<file path="config.mk">
export PLATFORM = sky130hd
export DESIGN_NAME = calc_ctrl_flat
export DESIGN_NICKNAME = d
export VERILOG_FILES = /design/src/rtl/calc_pkg.sv /design/src/rtl/calc_ctrl_if.sv /design/src/rtl/calc_ctrl_key_event.sv /design/src/rtl/calc_ctrl.sv /design/src/flat_wrapper.sv
export SDC_FILE = /design/constraint.sdc
export NUM_CORES = 1
export LEC_CHECK = 0
export CORE_MARGIN = 3
export CORE_UTILIZATION = 60
export CTS_CLUSTER_DIAMETER = 200
export DETAILED_ROUTE_END_ITERATION = 10
export PLACE_DENSITY = 0.86
export SYNTH_ARGS = -nofsm -noshare
export SYNTH_HDL_FRONTEND = slang
export SYNTH_SLANG_ARGS = --single-unit
</file>
<file path="constraint.sdc">
create_clock -name clk -period 5.63 [get_ports clk]
set_clock_uncertainty 0.15 [all_clocks]
set_input_delay 0.563 -clock clk [delete_from_list [all_inputs] [get_ports clk]]
set_output_delay 0.563 -clock clk [all_outputs]
set_load 0.01 [all_outputs]
</file>
<file path="src/rtl/calc_pkg.sv">
// Shared encodings for the calculator control stage.
// State, operator and key-class codes used by RTL and bench alike.
package calc_pkg;

  typedef enum logic [2:0] {
    ENTER_A = 3'd0,
    OP_WAIT = 3'd1,
    ENTER_B = 3'd2,
    RESULT  = 3'd3,
    ERROR   = 3'd4
  } state_t;

  localparam logic [1:0] OP_ADD = 2'd1;
  localparam logic [1:0] OP_SUB = 2'd2;

  typedef enum logic [1:0] {
    KEY_NONE = 2'd0,
    KEY_NUM  = 2'd1,
    KEY_OP   = 2'd2,
    KEY_EQ   = 2'd3
  } key_class_t;

endpackage

</file>
<file path="src/rtl/calc_ctrl_if.sv">
// Keypad-to-control and control-to-display signal bundle.
// master = keypad/display side, slave = calc_ctrl.
interface calc_ctrl_if #(
  parameter int WIDTH = 12
);
  logic             any_btn;
  logic             is_number;
  logic             is_op;
  logic             is_eq;
  logic [3:0]       num_val;
  logic [1:0]       op_val;
  logic [WIDTH-1:0] disp_val;
  logic             err;
  logic             key_evt;
  logic [2:0]       state;

  modport master (
    output any_btn, is_number, is_op, is_eq,
    output num_val, op_val,
    input  disp_val, err, key_evt, state
  );

  modport slave (
    input  any_btn, is_number, is_op, is_eq,
    input  num_val, op_val,
    output disp_val, err, key_evt, state
  );
endinterface

</file>
<file path="src/rtl/calc_ctrl_key_event.sv">
// Debounces keypad activity into one validated event per press.
// One counter serves both the press and the release debounce.
module key_event
  import calc_pkg::*;
#(
  parameter int DEBOUNCE = 4
) (
  input  logic       clk,
  input  logic       reset,
  input  logic       i_any_btn,
  input  logic       i_is_number,
  input  logic       i_is_op,
  input  logic       i_is_eq,
  input  logic [3:0] i_num_val,
  input  logic [1:0] i_op_val,
  output logic       o_evt,
  output key_class_t o_evt_class,
  output logic [3:0] o_evt_val
);

  localparam int CW = $clog2(DEBOUNCE + 1);
  localparam logic [CW-1:0] LAST = CW'(DEBOUNCE - 1);

  logic [CW-1:0] r_cnt;
  logic          r_latched;
  logic          r_evt;
  key_class_t    r_class;
  logic [3:0]    r_val;

  key_class_t    w_class;
  logic [3:0]    w_val;

  // eq > op > number; malformed keys become KEY_NONE
  always_comb begin
    w_class = KEY_NONE;
    w_val   = 4'd0;
    priority case (1'b1)
      i_is_eq: w_class = KEY_EQ;
      i_is_op: begin
        if (i_op_val == OP_ADD || i_op_val == OP_SUB) begin
          w_class = KEY_OP;
          w_val   = {2'b00, i_op_val};
        end
      end
      i_is_number: begin
        if (i_num_val <= 4'd9) begin
          w_class = KEY_NUM;
          w_val   = i_num_val;
        end
      end
      default: ;
    endcase
  end

  always_ff @(posedge clk) begin
    if (reset) begin
      r_cnt     <= '0;
      r_latched <= 1'b0;
      r_evt     <= 1'b0;
      r_class   <= KEY_NONE;
      r_val     <= 4'd0;
    end else begin
      r_evt <= 1'b0;
      if (!r_latched) begin
        if (!i_any_btn) begin
          r_cnt <= '0;
        end else if (r_cnt == LAST) begin
          r_cnt     <= '0;
          r_latched <= 1'b1;
          r_evt     <= 1'b1;
          r_class   <= w_class;
          r_val     <= w_val;
        end else begin
          r_cnt <= r_cnt + CW'(1);
        end
      end else begin
        if (i_any_btn) begin
          r_cnt <= '0;
        end else if (r_cnt == LAST) begin
          r_cnt     <= '0;
          r_latched <= 1'b0;
        end else begin
          r_cnt <= r_cnt + CW'(1);
        end
      end
    end
  end

  assign o_evt       = r_evt;
  assign o_evt_class = r_class;
  assign o_evt_val   = r_val;

endmodule

</file>
<file path="src/rtl/calc_ctrl.sv">
// Calculator control: operand entry, add/sub chaining, overflow error.
// All display outputs are registered and update the edge after key_evt.
module calc_ctrl
  import calc_pkg::*;
#(
  parameter int DIGITS   = 3,
  parameter int WIDTH    = 12,
  parameter int DEBOUNCE = 4
) (
  input logic        clk,
  input logic        reset,
  calc_ctrl_if.slave bus
);

  localparam int MAX_VAL = 10 ** DIGITS - 1;
  localparam int NW = $clog2(DIGITS + 1);
  localparam logic signed [WIDTH-1:0] MAXV =
    WIDTH'(MAX_VAL);

  logic                    w_evt;
  key_class_t              w_cls;
  logic [3:0]              w_val;
  logic signed [WIDTH-1:0] w_d;
  logic signed [WIDTH-1:0] w_app_a;
  logic signed [WIDTH-1:0] w_app_b;
  logic signed [WIDTH-1:0] w_res;
  logic                    w_ovf;
  logic                    w_room;
  logic [1:0]              w_op;

  state_t                  r_state;
  logic signed [WIDTH-1:0] r_a;
  logic signed [WIDTH-1:0] r_b;
  logic [1:0]              r_op;
  logic [NW-1:0]           r_ndig;
  logic signed [WIDTH-1:0] r_disp;
  logic                    r_err;

  key_event #(
    .DEBOUNCE (DEBOUNCE)
  ) u_key (
    .clk         (clk),
    .reset       (reset),
    .i_any_btn   (bus.any_btn),
    .i_is_number (bus.is_number),
    .i_is_op     (bus.is_op),
    .i_is_eq     (bus.is_eq),
    .i_num_val   (bus.num_val),
    .i_op_val    (bus.op_val),
    .o_evt       (w_evt),
    .o_evt_class (w_cls),
    .o_evt_val   (w_val)
  );

  assign w_d     = WIDTH'(w_val);
  assign w_op    = w_val[1:0];
  assign w_app_a = (r_a <<< 3) + (r_a <<< 1) + w_d;
  assign w_app_b = (r_b <<< 3) + (r_b <<< 1) + w_d;
  assign w_res   = (r_op == OP_SUB) ? r_a - r_b
                                    : r_a + r_b;
  assign w_ovf   = (w_res > MAXV) || (w_res < -MAXV);
  assign w_room  = r_ndig < NW'(DIGITS);

  always_ff @(posedge clk) begin
    if (reset) begin
      r_state <= ENTER_A;
      r_a     <= '0;
      r_b     <= '0;
      r_op    <= OP_ADD;
      r_ndig  <= '0;
      r_disp  <= '0;
      r_err   <= 1'b0;
    end else if (w_evt) begin
      case (r_state)
        ENTER_A: begin
          if (w_cls == KEY_NUM && w_room) begin
            r_a    <= w_app_a;
            r_disp <= w_app_a;
            r_ndig <= r_ndig + NW'(1);
          end else if (w_cls == KEY_OP) begin
            r_op    <= w_op;
            r_state <= OP_WAIT;
          end
        end
        OP_WAIT: begin
          if (w_cls == KEY_NUM) begin
            r_b     <= w_d;
            r_disp  <= w_d;
            r_ndig  <= NW'(1);
            r_state <= ENTER_B;
          end else if (w_cls == KEY_OP) begin
            r_op <= w_op;
          end
        end
        ENTER_B: begin
          if (w_cls == KEY_NUM) begin
            if (w_room) begin
              r_b    <= w_app_b;
              r_disp <= w_app_b;
              r_ndig <= r_ndig + NW'(1);
            end
          end else if (w_cls == KEY_OP ||
                       w_cls == KEY_EQ) begin
            // overflow leaves A untouched and parks in ERROR
            if (w_ovf) begin
              r_state <= ERROR;
              r_err   <= 1'b1;
              r_disp  <= '0;
            end else begin
              r_a    <= w_res;
              r_disp <= w_res;
              if (w_cls == KEY_OP) begin
                r_op    <= w_op;
                r_state <= OP_WAIT;
              end else begin
                r_state <= RESULT;
              end
            end
          end
        end
        RESULT: begin
          if (w_cls == KEY_NUM) begin
            r_a     <= w_d;
            r_disp  <= w_d;
            r_ndig  <= NW'(1);
            r_state <= ENTER_A;
          end else if (w_cls == KEY_OP) begin
            r_op    <= w_op;
            r_state <= OP_WAIT;
          end
        end
        ERROR: begin
          if (w_cls == KEY_EQ) begin
            r_a     <= '0;
            r_b     <= '0;
            r_ndig  <= '0;
            r_err   <= 1'b0;
            r_disp  <= '0;
            r_state <= ENTER_A;
          end
        end
        default: r_state <= ENTER_A;
      endcase
    end
  end

  assign bus.disp_val = r_disp;
  assign bus.err      = r_err;
  assign bus.key_evt  = w_evt;
  assign bus.state    = r_state;

endmodule
</file>
<file path="src/flat_wrapper.sv">
// flat-port wrapper written by rule: the top's interface ports become plain ports
module calc_ctrl_flat import calc_pkg::*;
#(
  parameter int DIGITS   = 3,
  parameter int WIDTH    = 12,
  parameter int DEBOUNCE = 4
)
  (clk, reset, bus_any_btn, bus_is_number, bus_is_op, bus_is_eq, bus_num_val, bus_op_val, bus_disp_val, bus_err, bus_key_evt, bus_state);
  calc_ctrl_if #(.WIDTH(WIDTH)) bus_i ();
  input logic clk;
  input logic reset;
  input wire logic [$bits(bus_i.any_btn)-1:0] bus_any_btn;
  input wire logic [$bits(bus_i.is_number)-1:0] bus_is_number;
  input wire logic [$bits(bus_i.is_op)-1:0] bus_is_op;
  input wire logic [$bits(bus_i.is_eq)-1:0] bus_is_eq;
  input wire logic [$bits(bus_i.num_val)-1:0] bus_num_val;
  input wire logic [$bits(bus_i.op_val)-1:0] bus_op_val;
  output wire logic [$bits(bus_i.disp_val)-1:0] bus_disp_val;
  output wire logic [$bits(bus_i.err)-1:0] bus_err;
  output wire logic [$bits(bus_i.key_evt)-1:0] bus_key_evt;
  output wire logic [$bits(bus_i.state)-1:0] bus_state;
  assign bus_i.any_btn = bus_any_btn;
  assign bus_i.is_number = bus_is_number;
  assign bus_i.is_op = bus_is_op;
  assign bus_i.is_eq = bus_is_eq;
  assign bus_i.num_val = bus_num_val;
  assign bus_i.op_val = bus_op_val;
  assign bus_disp_val = bus_i.disp_val;
  assign bus_err = bus_i.err;
  assign bus_key_evt = bus_i.key_evt;
  assign bus_state = bus_i.state;
  calc_ctrl #(.DIGITS(DIGITS), .WIDTH(WIDTH), .DEBOUNCE(DEBOUNCE)) u_core (.clk(clk), .reset(reset), .bus(bus_i));
endmodule
</file>
After elaboration in Yosys (flattened, before gate mapping)
Cells that the tools add are included.
{ "totals": {"register_bits": 55, "inputBits": 12} }
{ "op_classes": {"addsub": 8, "order_cmp": 4, "eq_ne": 26, "muxes": 62, "bitwise_logic": 1, "n_reduce_logical": 20} }
{ "ops": {"columns": ["operator", "n"], "rows": [
  ["$mux W12", 12],
  ["$pmux W12 S4", 2],
  ["$add A12 B12 Y12", 3],
  ["$mux W3", 12],
  ["$pmux W12 S3", 1],
  ["$mux W2", 17],
  ["$add A12 B5 Y12", 2],
  ["$reduce_and A7 Y1", 3],
  ["$ne A2 B1 Y1 const B", 9],
  ["$reduce_and A6 Y1", 3],
  ["$mux W4", 4],
  ["$pmux W3 S5", 1],
  ["$gt A12 B11 Y1 const B", 1],
  ["$lt A12 B11 Y1 const B", 1],
  ["$sub A12 B12 Y12", 1],
  ["$mux W1", 10],
  ["$eq A3 B2 Y1 const B", 3],
  ["$eq A2 B2 Y1 const B", 4],
  ["$ne A2 B2 Y1 const B", 4],
  ["$pmux W2 S4", 1],
  ["$reduce_and A8 Y1", 1],
  ["$reduce_bool A4 Y1", 2],
  ["$pmux W2 S3", 1],
  ["$reduce_bool A3 Y1", 2],
  ["17 further kinds", 21]
]} }

Longest topological paths before layout
{ "depth": {"ltp_word": 8, "ltp_mapped": 15, "depth_no_buf": 14} }

Hierarchy
Synthesis repeated with hierarchy kept, for this count alone.
{ "hier_totals": {"cells_unflattened": 580, "hier_area_um2": 4682.0} }
{ "modules_own_cells": {"columns": ["mod", "n_inst", "cells_each", "area_each_um2"], "rows": [
  ["calc_ctrl", 1, 525, 4162.7],
  ["key_event", 1, 55, 519.2]
]} }

Worst setup path after synthesis
OpenSTA, ideal clock, no wires.
{ "synth_path": {"path_type": "flip-flop to flip-flop", "start": "reg u_core.r_b[2]", "end": "reg u_core.r_a[11]", "setup_time_ns": 0.121, "t_arrival_ns": 3.708, "slack_ns": 1.651, "stages_incl_launch_ff": 14, "synth_period_minus_slack_ns": 3.979, "cell_sequence": "dfxtp_1 -> nor4_1 -> and2_1 -> nor2_1 -> xnor2_1 -> ha_1 -> or4_1 -> a2bb2oi_1 -> xor2_1 -> or4_1 -> o311a_1 -> o31ai_4 -> buf_6 -> mux2_4"} }
{ "synth_between": {"elab_chain_cells": 6, "elab_cells_between_ends": 12, "cone_classes": "2 x add/sub; 2 x order compare; 1 x eq/ne; 5 x mux; 2 x reduce/logical"} }
{ "synth_rtl": {"columns": ["element", "line_no", "rtl"], "rows": [
  ["start, declared", "calc_ctrl.sv:33", "logic signed [WIDTH-1:0] r_b;"],
  ["start signal, assigned", "calc_ctrl.sv:87", "r_b <= w_d;"],
  ["start signal, assigned", "calc_ctrl.sv:98", "r_b <= w_app_b;"],
  ["$add A12 B12 Y12 or $sub A12 B12 Y12 (tied branches)", "calc_ctrl.sv:60, calc_ctrl.sv:59", null],
  ["$mux W12 *", "calc_ctrl.sv:59", "assign w_res = (r_op == OP_SUB) ? r_a - r_b"],
  ["$gt A12 B11 Y1 (tied with other cells)", "calc_ctrl.sv:61", "assign w_ovf = (w_res > MAXV) || (w_res < -MAXV);"],
  ["$logic_or A1 B1 Y1 or $mux W12 (tied branches)", "calc_ctrl.sv:61, calc_ctrl.sv:102", null],
  ["$ne A2 B2 Y1 (no line) or $mux W12 (tied branches)", null, null],
  ["$reduce_and A8 Y1 (no line) or $pmux W12 S4 (tied branches)", null, null],
  ["end signal, assigned", "calc_ctrl.sv:77", "r_a <= w_app_a;"],
  ["end signal, assigned", "calc_ctrl.sv:110", "r_a <= w_res;"],
  ["end signal, assigned", "calc_ctrl.sv:123", "r_a <= w_d;"],
  ["end, declared", "calc_ctrl.sv:32", "logic signed [WIDTH-1:0] r_a;"]
]} }
Every way passes the cells marked *; elsewhere a longest branch is shown, timed or not. The select of a mux whose other input is x is not followed.
A chain may end at the register's enable or synchronous reset.

Worst setup path in the final report
{ "layout_path": {"start": "reg u_core.r_b[2]", "end": "reg u_core.r_a[0]"} }
{ "layout_between": {"elab_chain_cells": 6, "elab_cells_between_ends": 8, "cone_classes": "2 x add/sub; 2 x order compare; 1 x eq/ne; 1 x mux; 2 x reduce/logical"} }
{ "layout_rtl": {"columns": ["element", "line_no"], "rows": [
  ["$add A12 B12 Y12 or $sub A12 B12 Y12 (tied branches)", "calc_ctrl.sv:60, calc_ctrl.sv:59"],
  ["$mux W12 *", "calc_ctrl.sv:59"],
  ["$gt A12 B11 Y1 or $lt A12 B11 Y1 (tied branches)", "calc_ctrl.sv:61"],
  ["$logic_or A1 B1 Y1 *", "calc_ctrl.sv:61"],
  ["$ne A2 B2 Y1 (no line) *", null],
  ["$reduce_and A8 Y1 (no line) *", null]
]} }
Every way passes the cells marked *; elsewhere a longest branch is shown, timed or not.

==> key figures <==
Status
  • Outcome: completed

Run
  • Max-Cap Viols: 0

Floorplanning
  • Cell row count: 32
  • Core Footprint: between 7000 and 8000 um2
  • Initial Util: 0.622
  • Die W: between 90 and 100 um
  • Die area: roughly 9200 um2
  • Die height: 96.0 um
  • Ports: 29

Critical path
  • CP cell instances: nor4_1 -> and2_1 -> nor2_1 -> xnor2_1 -> ha_1 -> or4_1 -> a2bb2oi_1 -> xor2_1 -> or4_1 -> o311a_1 -> o31ai_4 -> mux2_1
  • WP data arrival: about 5000 ps
  • Worst-path maximum fanout: 13
  • Slowest CP cell: o31ai_4
  • Startpoint types: flop
  • Max incr delay on CP: 800 ps
  • Crit path required time: 5690 ps
  • CP most frequent cell: or4_1
  • Element type at the critical path end: flop
  • Worst setup path category: flop to flop

Global route
  • Pin count of the biggest net entering global routing: slightly below 60
  • Final global-route overflow total: 0
  • Global router's overall resource usage: 0.303
  • Initial antenna violation count: 0
  • First-pass GRT wire length: 21,900 um
  • Vias in the first global route: ~4,500

Hold path
  • HP Class: flop to flop

Logic synthesis
  • Dominant synthesized flop cell: dfxtp_1
  • Avg Cell Area, Syn: between 7 and 8 um2
  • EDFF count, synth: 0
  • Register area share after synthesis: 0.227
  • #FFs+latches synth: between 50 and 60
  • Post-synthesis cell type count: 64
  • Synth Instances: just over 600
  • Synthesis Warnings: 0
  • Cell Area, Synth: 4860 um2
  • Net count after synthesis: between 600 and 700
  • Ys async rst share: 0

Clock network
  • Clock slew seen by the registers of the worst setup and hold paths: roughly 100 ps
  • Max clock buf depth: 2
  • CTS tree: done
  • CTS root buf: clkbuf_8
  • Worst skew pair latency: roughly 320 ps
  • Resized cells post-CTS: 0
  • Clk sinks: 55
  • H-Tree Depth: 2
  • CTS Hold Bufs: 0
  • Cts bufs inserted: 5
  • Post-CTS setup buffers: 0

Cells and area
  • Layout cell share with drive strength beyond 1: 0.0338
  • Commonest cells after routing, fill and taps aside: nor2_1, dfxtp_1, ha_1, nand2_1, a21oi_1
  • Most common cell after layout, fill and taps aside: nor2_1
  • Inserted Diodes: 0
  • Area Overhead vs Synth: 8.53%
  • Final Net Count: around 690

Place
  • HPWL after detailed placement: 10,400 um
  • I/O Buffers: 28
  • GP Congestion: 0.969

Drt
  • Via density: ~6.7
  • DRT iter0 DRCs: a little over 600
  • DRC Markers: 0
  • First-pass iteration count of the detailed router: 6
  • Routed len/inst: approximately 19 um
  • Post-DRT Antenna Nets: 0
  • Total number of vias: between 4,000 and 5,000
  • WL final: roughly 14,000 um

Power
  • Maximum VDD drop: ~0.12 mV
  • Pleak: 2.13 nW
  • PwrDens: approximately 130 nW/um2

Timing
  • Hold Vio Cnt, Final: 0
  • WHS: around 290 ps
  • Sum Neg Setup Slack: 0 ps
  • Fmax: between 200 and 250 MHz
  • Final setup viols: 0
  • RSZ-0062 raised after global routing: false
  • Final Slew Violations: 0
  • Crit path time final: 4890 ps
  • Share of the clock period used by the worst path: 0.868
  • Slew margin rel.: 0.279
  • Least-Margin Pin Slew: ~1100 ps
[layout make-up]
class | instances | area [um2]
Inverter | 25 | 93.8
Multi-Input combinational cell | 504 | 3550
Fill cell | 657 | 2540
Tap cell | 102 | 128
Timing Repair Buffer | 31 | 298
Clock inverter | 1 | 30.0
Clock buffer | 6 | 72.6
Sequential cell | 55 | 1100
[per-layer routing]
| layer | vias to the layer above | track usage | share of wire |
|---|---|---|---|
| met1 | 2224 | 0.382 | 0.41 |
| met2 | 240 | 0.495 | 0.46 |
| met5 | - | 0 | 0 |
| met3 | 65 | 0.0563 | 0.081 |
| li1 | 2303 | - | - |
| met4 | 0 | 0.153 | 0.051 |
[final timing paths]
kind	to	from	slack, ps	depth (start not counted)
max reg2reg	u_core.r_a[0]	u_core.r_b[2]	740	12
min	u_core.u_key.r_cnt[0]	u_core.u_key.r_cnt[0]	290	1
max	u_core.r_a[0]	u_core.r_b[2]	740	12
min reg2reg	u_core.u_key.r_cnt[0]	u_core.u_key.r_cnt[0]	290	1
[registers in the layout, indices dropped and copies added, names as in the netlist, named ones only]
signal / flops
u_core.bus.disp_val: 12
u_core.r_b: 12
u_core.bus.state: 3
u_core.r_a: 12
u_core.u_key.o_evt_val: 4
u_core.u_key.o_evt: 1
u_core.bus.err: 1
u_core.u_key.o_evt_class: 2
u_core.r_op: 2
u_core.u_key.r_cnt: 3
u_core.r_ndig: 2
[report_power, final]
| part | internal, W | switching, W | total [W] |
|---|---|---|---|
| Sequential | 0.000390 | 0.000000952 | 0.000391 |
| Combinational | 0.0000109 | 0.0000163 | 0.0000273 |
| Clock | 0.000131 | 0.000137 | 0.000268 |
| Total | 0.000532 | 0.000154 | 0.000686 |
[cell usage after synthesis (all sizes together), types with 8 or more instances]
cell type,number,area (um2)
ha,52,651
a22oi,13,97.6
xnor2,23,201
nor2,71,267
a221oi,10,87.6
o211ai,17,128
o21ai,35,175
nor3,18,90.1
nand2,45,169
inv,25,93.8
clkbuf,26,97.6
nand3,14,70.1
a21oi,44,220
mux2i,8,80.1
nor2b,22,138
xor2,15,131
dfxtp,55,1100
[through the flow]
| stage | power (W) | util | instance area (um2) | worst slack [ps] | cells |
|---|---|---|---|---|---|
| after floorplan | 0.000413 | - | 4860 | 1650 | 612 |
| after global placement | 0.000425 | 0.662 | 5170 | 984 | 717 |
| after detailed placement | 0.000427 | 0.662 | 5170 | 814 | 717 |
| after CTS | 0.000684 | 0.675 | 5270 | 807 | 724 |
| after global routing | 0.000700 | 0.675 | 5270 | 467 | 724 |
| final | 0.000686 | 0.675 | 5270 | 742 | 724 |
[worst max-delay path, delay by kind of cell (launching register included)]
kind	cells	cell delay [ps]
DFF	1	400
muxes	1	390
adders and majority gates	1	260
AOI/OAI and AO/OA	3	1480
xor gates and xnor gates	2	360
and+or+nand+nor	5	1740
[kinds of logic after synthesis]
family,after synthesis,synth area share
compound gates,191,0.270
xor+xnor,38,0.0685
fa+ha+maj,57,0.155
buf+inv,53,0.0428
flops,55,0.227
mux,15,0.0366
simple gates,203,0.200
Note: power is estimated with default switching activity, not from simulation.
